**config.mk**
```make
export PLATFORM = sky130hd
export DESIGN_NAME = muldiv_unit
export DESIGN_NICKNAME = d
export VERILOG_FILES = /design/src/rtl/muldiv_unit.sv
export SDC_FILE = /design/constraint.sdc
export NUM_CORES = 2
export LEC_CHECK = 0
export CORE_MARGIN = 8
export CORE_UTILIZATION = 40
export CTS_BUF_LIST = sky130_fd_sc_hd__clkbuf_4 sky130_fd_sc_hd__clkbuf_8
export DETAILED_ROUTE_END_ITERATION = 7
export HOLD_SLACK_MARGIN = 0.06
export PLACE_DENSITY_LB_ADDON = 0.12
export RECOVER_POWER = 100
export SYNTH_ARGS = -nofsm -noshare
export SYNTH_HDL_FRONTEND = slang
export SYNTH_SLANG_ARGS = --single-unit
```
**constraint.sdc**
```tcl
create_clock -name i_clk -period 10.8 [get_ports i_clk]
set_clock_uncertainty 0.1 [all_clocks]
set_input_delay 3.24 -clock i_clk [delete_from_list [all_inputs] [get_ports i_clk]]
set_output_delay 3.24 -clock i_clk [all_outputs]
set_load 0.005 [all_outputs]
```
**src/rtl/muldiv_unit.sv**
```systemverilog
// Iterative MULT/MULTU/DIV/DIVU engine with a start/busy/done handshake, flush and divide-by-zero flag.
// Optional build macro MULDIV_DIV0_FAST_EN: a zero divisor skips the division iterations.
module muldiv_unit #(
    parameter  int WIDTH = 32,
    localparam int CNT_W = $clog2(WIDTH) + 1
) (
    input  logic             i_clk,
    input  logic             i_rst_n,
    input  logic             i_flush,
    input  logic             i_start,
    input  logic [1:0]       i_op,
    input  logic [WIDTH-1:0] i_x,
    input  logic [WIDTH-1:0] i_y,
    output logic             o_busy,
    output logic             o_done,
    output logic [WIDTH-1:0] o_hi,
    output logic [WIDTH-1:0] o_lo,
    output logic             o_div0
);

    localparam logic [1:0] IDLE = 2'd0;
    localparam logic [1:0] CALC = 2'd1;
    localparam logic [1:0] FIN  = 2'd2;

    logic [1:0]         r_state;
    logic [1:0]         r_op;
    logic [WIDTH-1:0]   r_a;
    logic [WIDTH-1:0]   r_b;
    logic               r_a_neg;
    logic               r_b_neg;
    logic [CNT_W-1:0]   r_cnt;
    logic [WIDTH-1:0]   r_acc_hi;
    logic [WIDTH-1:0]   r_acc_lo;
    logic [WIDTH-1:0]   r_hi;
    logic [WIDTH-1:0]   r_lo;
    logic               r_div0;
    logic               r_done;

    logic               w_x_neg;
    logic               w_y_neg;
    logic               w_b_zero;
    logic               w_skip;
    logic [2*WIDTH-1:0] w_prod;
    logic [2*WIDTH-1:0] w_prod_fix;
    logic [WIDTH:0]     w_shift;
    logic [WIDTH:0]     w_trial;
    logic [WIDTH-1:0]   w_quo_fix;
    logic [WIDTH-1:0]   w_rem_fix;
    logic [WIDTH-1:0]   w_x_raw;

    assign w_x_neg  = i_op[0] & i_x[WIDTH-1];
    assign w_y_neg  = i_op[0] & i_y[WIDTH-1];
    assign w_b_zero = (r_b == '0);

`ifdef MULDIV_DIV0_FAST_EN
    assign w_skip = w_b_zero;
`else
    assign w_skip = 1'b0;
`endif

    assign w_prod = {{WIDTH{1'b0}}, r_a} * {{WIDTH{1'b0}}, r_b};

    // Restoring step: dividend bits enter MSB-first from the untouched |x| register.
    assign w_shift = {r_acc_hi, r_a[r_cnt[CNT_W-2:0]]};
    assign w_trial = w_shift - {1'b0, r_b};

    assign w_prod_fix = (r_a_neg ^ r_b_neg) ? -{r_acc_hi, r_acc_lo} : {r_acc_hi, r_acc_lo};
    assign w_quo_fix  = (r_a_neg ^ r_b_neg) ? -r_acc_lo : r_acc_lo;
    assign w_rem_fix  = r_a_neg ? -r_acc_hi : r_acc_hi;
    // Undoing the abs gives the raw dividend back (MIN maps onto itself).
    assign w_x_raw    = r_a_neg ? -r_a : r_a;

    always_ff @(posedge i_clk or negedge i_rst_n) begin
        if (!i_rst_n) begin
            r_state  <= IDLE;
            r_op     <= '0;
            r_a      <= '0;
            r_b      <= '0;
            r_a_neg  <= 1'b0;
            r_b_neg  <= 1'b0;
            r_cnt    <= '0;
            r_acc_hi <= '0;
            r_acc_lo <= '0;
            r_hi     <= '0;
            r_lo     <= '0;
            r_div0   <= 1'b0;
            r_done   <= 1'b0;
        end else begin
            r_done <= 1'b0;
            if (i_flush) begin
                r_state <= IDLE;
            end else begin
                case (r_state)
                    IDLE: begin
                        // A start coinciding with the done pulse is dropped, not queued.
                        if (i_start && !r_done) begin
                            r_op     <= i_op;
                            r_a      <= w_x_neg ? -i_x : i_x;
                            r_b      <= w_y_neg ? -i_y : i_y;
                            r_a_neg  <= w_x_neg;
                            r_b_neg  <= w_y_neg;
                            r_cnt    <= i_op[1] ? CNT_W'(WIDTH - 1) : '0;
                            r_acc_hi <= '0;
                            r_acc_lo <= '0;
                            r_state  <= CALC;
                        end
                    end
                    CALC: begin
                        if (!r_op[1]) begin
                            {r_acc_hi, r_acc_lo} <= w_prod;
                            r_state <= FIN;
                        end else if (w_skip) begin
                            r_state <= FIN;
                        end else begin
                            if (!w_trial[WIDTH]) begin
                                r_acc_hi <= w_trial[WIDTH-1:0];
                                r_acc_lo <= {r_acc_lo[WIDTH-2:0], 1'b1};
                            end else begin
                                r_acc_hi <= w_shift[WIDTH-1:0];
                                r_acc_lo <= {r_acc_lo[WIDTH-2:0], 1'b0};
                            end
                            r_cnt <= r_cnt - CNT_W'(1);
                            if (r_cnt == '0) begin
                                r_state <= FIN;
                            end
                        end
                    end
                    FIN: begin
                        if (!r_op[1]) begin
                            {r_hi, r_lo} <= w_prod_fix;
                        end else if (w_b_zero) begin
                            r_hi   <= w_x_raw;
                            r_lo   <= '1;
                            r_div0 <= 1'b1;
                        end else begin
                            r_hi   <= w_rem_fix;
                            r_lo   <= w_quo_fix;
                            r_div0 <= 1'b0;
                        end
                        r_done  <= 1'b1;
                        r_state <= IDLE;
                    end
                    default: r_state <= IDLE;
                endcase
            end
        end
    end

    assign o_busy = (r_state != IDLE);
    assign o_done = r_done;
    assign o_hi   = r_hi;
    assign o_lo   = r_lo;
    assign o_div0 = r_div0;

endmodule

```
Yosys cells after proc, flatten, opt, wreduce, memory -nomap -nowiden

Cells that the tools add are included.

Register bits after elaboration: 206
Input port bits: 70
Output and inout port bits: 67
Logic and storage cells: 77

Add/subtract/negate cells: 8
$mul: 1
Magnitude comparators: 1
Eq/ne operators: 6
Muxes and demuxes: 31
Bitwise operators: 4
Reduce and logical (&&, ||, !) cells: 13

Operators with widths:

| kind                                                       | count |
|---|---|
| 2-to-1 mux 32 bit                                          | 13 |
| negation 32 bit                                            | 5 |
| case mux 32 bit (2 select lines)                           | 2 |
| multiplier 32 x 32 -> 64 bit                               | 1 |
| 2-to-1 mux 64 bit                                          | 1 |
| negation 64 bit                                            | 1 |
| subtractor 33 x 32 -> 33 bit                               | 1 |
| zero test 32 bit                                           | 1 |
| 2-to-1 mux 6 bit                                           | 2 |
| case mux 6 bit (2 select lines)                            | 1 |
| AND reduction 3 bit                                        | 3 |
| 2-to-1 mux 2 bit                                           | 4 |
| zero test 6 bit                                            | 1 |
| less-than comparator 5 x 6 -> 1 bit, second input constant | 1 |
| subtractor 6 x 1 -> 6 bit, second input constant           | 1 |
| binary-select mux 1 bit (select 5 bit)                     | 1 |
| 2-to-1 mux 1 bit                                           | 5 |
| 2-to-1 mux 5 bit                                           | 1 |
| != test 2 bit, second input constant                       | 2 |
| != test 4 bit, second input constant                       | 1 |
| case mux 2 bit (2 select lines)                            | 1 |
| AND reduction 2 bit                                        | 2 |
| AND reduction 4 bit                                        | 1 |
| nonzero test 2 bit                                         | 2 |
| other kinds (9)                                            | 10 |

Longest topological paths before layout

Word-level depth: 6
Depth in mapped cells: 29

Worst setup path after synthesis

No wires, ideal clock.

Path type: reg-to-reg
Start: register r_a[9]
End: register r_acc_hi[26]
Library setup time: 126 ps
Arrival time: 7,277 ps
Required time: 10,574 ps
Path slack: 3,297 ps
Cell stages (with the launch flop): 29
Path buffers: 3
Clock period less this slack: 7,503 ps
Path through: dfrtp_1 clkbuf_1 buf_1 nand2_1 fa_1 inv_1 fa_1 fa_1 inv_1 fa_1 inv_1 fa_1 inv_1 fa_1 inv_1 fa_1 fa_1 ha_1 buf_2 nand4_1 nor3_1 nor3_1 a2111oi_0 a21oi_1 o21ai_2 a211o_1 a31oi_1 xnor2_1 a221o_1

Cells in the longest elaborated chain, start to end: 6
Elaborated cells between the ends (all ways): 7

Ends and longest elaborated chain:

| item                                                                 | RTL line | text |
|---|---|---|
| from (decl)                                                          | 27       | `logic [WIDTH-1:0] r_a;` |
| from (signal assigned)                                               | 98       | `r_a <= w_x_neg ? -i_x : i_x;` |
| branches (longest 4 deep; another with multiplier 32 x 32 -> 64 bit) | n/a      |  |
| 2-to-1 mux 32 bit (*)                                                | 109      | `if (!r_op[1]) begin` |
| case mux 32 bit (2 select lines) (*)                                 | 93       | `case (r_state)` |
| to (signal assigned)                                                 | 110      | `{r_acc_hi, r_acc_lo} <= w_prod;` |
| to (signal assigned)                                                 | 116      | `r_acc_hi <= w_trial[WIDTH-1:0];` |
| to (signal assigned)                                                 | 119      | `r_acc_hi <= w_shift[WIDTH-1:0];` |
| to (decl)                                                            | 32       | `logic [WIDTH-1:0] r_acc_hi;` |

Every way passes the cells marked *. The select of a mux whose other input is x is not followed.
A chain may end at the register's enable or synchronous reset.

Final worst setup path

Start: register r_a[7]
End: register r_acc_hi[21]

Same word-level chain as after synthesis.

==> reports/summary.txt <==
DR iter-0 viols - 2877
Slowest CP cell - clkbuf_1
HPWL after DPL - 130 mm
Area Growth Syn to Fin - 8.04%
Fin nets - 6741
Sequential area share after synthesis - 10.7%
EDFF count, synth - 0
Cell family with most CP delay - adder cells
Final RePlAce weighted congestion - 0.945
Failing checks - capacitance limit, slew limit
CTS max path bufs - 3
Wl on met1 - 70.9 mm
CP arrival - 9.96 ns
Maximum number of pins on one net before global-route repair - 132
Reg-to-reg slack, setup - 1.21 ns
Post-route ant nets - 0
Fill cell count - 12.1k
Die area - 0.131 mm2
Root buffer cell - clkbuf_8
Synthesized area - 0.0479 mm2
Type of origin of the critical path - flop
Io pins - 137
Share of cells above drive strength 1 - 4.10%
Measured slew at the worst slew-check pin - 5.21 ns
Hold Fails Final Rpt - 0
Initial Util - 40.2%
Primary FF master, synth - dfrtp_1
Max_slew headroom - -247%
Row cnt - 127
Post-CTS Setup Inserts - 0
Setup TNS - 0 ns
MaxCap Viol Count - 6
Highest metal used - met5
Cell mode on critical path - fa_1
Setup-failing EPs final - 0
Setup Crit Path Kind - reg -> reg
Yosys Warn Count - 0
First-pass GRT wire length - 255 mm
Final Max Tran Viols - 341
Vias after detailed routing - 38.4k
WL final - 164 mm
Drt pass-1 iters - 6
Crit-path max FO - 21
Syn_nets - 6827
CP max stage delay - 1.04 ns
Status - finished, violations left
Drt drc - 0
Buf+Inv Stages, Crit Path - 3
GRT Total Usage - 25.2%
WL per Instance - 23.0 um
TritonCTS Buffers - 46
Width of the chip - 362 um
Post-synth cell types - 78
Core area - 0.119 mm2
CP endpoint kind - flop
Met2 routed WL - 78.2 mm
CP cell instances - clkbuf_1, and2_0, fa_1, fa_1, inv_1, fa_1, fa_1, inv_1, ha_1, ha_1, fa_1, fa_1, ha_1, nand3_1, a2111oi_0, o31ai_1, a21oi_1, o21ai_0, o31ai_1, a31oi_1, xnor2_1, a22oi_1, o21ai_0
Met3 wire len - 9.05 mm
# resized after CTS - 0
Worst min path class - reg -> reg
Hold-fix buffers, CTS - 0
Post-Syn Area per Cell - 8.62 um2
Mapped Cells - 5558
Fin crit period - 9.59 ns
CTS Sinks - 205
CTS tree - done
CTS clk-pin slew, worst paths - 0.09 ns
WP data required - 11.17 ns
H-tree depth - 2
Final worst-path cycle share - 88.8%
Die height - 362 um
RSZ-0062 raised after global routing - no
IO Port Bufs - 136
Max Clk Rate - 104 MHz
Remaining Overflow, GRT - 0
Async SR Flop Fraction - 100%
Vias in the first global route - 40.7k
Vias per cell - 5.40
Latest clock arrival within the worst-skew pair - 0.69 ns
Yosys reg bits - 205
Initial antenna violation count - 10
==> cell type report <==
type	count	area (um2)	share of cell area, %
diodes	3	7.51	0.0145
clock buffers	63	836	1.61
clock inverters	23	284	0.548
inverters	912	3420	6.61
multi-input cells	4071	38000	73.4
flip-flops and latches	205	5140	9.93
well taps	1612	2020	3.89
repair buffers	236	2080	4.01
==> cells in the mapped netlist (35+ instances only) <==
| library cell | n | area (um2) |
|---|---|---|
| and2_1 | 551 | 3450 |
| o211ai_1 | 36 | 270 |
| clkbuf_1 | 320 | 1200 |
| nor2_1 | 241 | 905 |
| o31ai_1 | 35 | 263 |
| fa_1 | 897 | 18000 |
| a21oi_1 | 212 | 1060 |
| dfrtp_1 | 205 | 5130 |
| inv_1 | 910 | 3420 |
| nor3_1 | 51 | 255 |
| nand2_1 | 761 | 2860 |
| a21o_1 | 45 | 338 |
| nand3_1 | 45 | 225 |
| o21ai_0 | 254 | 1270 |
| xor2_1 | 136 | 1190 |
| ha_1 | 302 | 3780 |
| xnor2_1 | 126 | 1100 |
==> metrics by stage <==
step                      worst slack, ns  hold WS (ns)  cells  util (%)  instance area (um2)
after floorplan                      3.30         0.373   5558         -                47900
after global placement               2.03         0.365   7036      42.5                50700
after detailed placement             1.87         0.370   7036      42.5                50700
after CTS                            1.87         0.384   7122      43.4                51800
after global routing                0.917         0.406   7123      43.4                51800
final                                1.21         0.371   7125      43.4                51800
==> kinds of logic after synthesis <==
| group | Yosys count | synth area share, % |
|---|---|---|
| adders and majority gates | 1199 | 45.3 |
| and+or+nand+nor | 1820 | 18.5 |
| xor gates and xnor gates | 263 | 4.82 |
| muxes | 24 | 0.796 |
| DFF | 205 | 10.7 |
| AOI/OAI and AO/OA | 765 | 9.76 |
| buffers and inverters | 1282 | 10.1 |
==> worst min-delay path, cell delays in order, from the launching register on <==
cell,delay (ns)
dfrtp_1,0.33
nand2_1,0.05
o21ai_0,0.06
==> sequential cells by signal, indices dropped and copies added (netlist names) <==
| signal | cells |
|---|---|
| r_b_neg | 1 |
| r_a | 32 |
| r_acc_lo | 32 |
| o_lo | 32 |
| r_op | 1 |
| o_div0 | 1 |
| o_done | 1 |
| o_hi | 32 |
| r_acc_hi | 32 |
| r_cnt | 6 |
| r_a_neg | 1 |
| r_b | 32 |
| r_state | 2 |
==> path summary, 6_finish.rpt <==
kind                       startpoint           end  depth (start not counted)
setup / recovery               r_a[7]  r_acc_hi[21]                         23
hold / removal                o_hi[3]       o_hi[3]                          2
setup reg to reg               r_a[7]  r_acc_hi[21]                         23
hold reg to reg               o_hi[3]       o_hi[3]                          2
max in group asynchronous     i_rst_n       r_a[15]                          1
min in group asynchronous     i_rst_n       r_b[17]                          1
==> layer usage <==
layer	vias to the layer above	global-route usage, %
met5	-	0
met4	2	7.28
met3	239	2.74
met2	1207	42.6
met1	19935	34.1
li1	17066	-
==> cells in the final DEF, fill, tap and decap left out, types with 11 or more instances in the layout <==
| master | count |
|---|---|
| o21bai_1 | 16 |
| o31ai_1 | 35 |
| xnor2_1 | 125 |
| nand2_1 | 761 |
| o211ai_1 | 36 |
| a21oi_1 | 211 |
| fa_1 | 897 |
| inv_1 | 910 |
| a31oi_1 | 25 |
| and3_1 | 12 |
| o21ai_0 | 259 |
| or3_1 | 27 |
| a21o_1 | 45 |
| mux4_2 | 11 |
| dfrtp_1 | 198 |
| o21a_1 | 14 |
| nor4_1 | 27 |
| xor2_1 | 135 |
| nand4_1 | 31 |
| a22o_1 | 22 |
| or4_1 | 14 |
| nand2b_1 | 18 |
| ha_1 | 302 |
| buf_4 | 88 |
| dlygate4sd3_1 | 71 |
| and2_1 | 547 |
| nor3_1 | 51 |
| a22oi_1 | 16 |
| clkbuf_1 | 12 |
| nand3_1 | 45 |
| nor2_1 | 239 |
| clkbuf_8 | 58 |
| clkdlybuf4s50_1 | 64 |
Power is left out: the tool's default activity adds up to more than one toggle a clock period on the data nets, which glitch-free logic cannot reach.
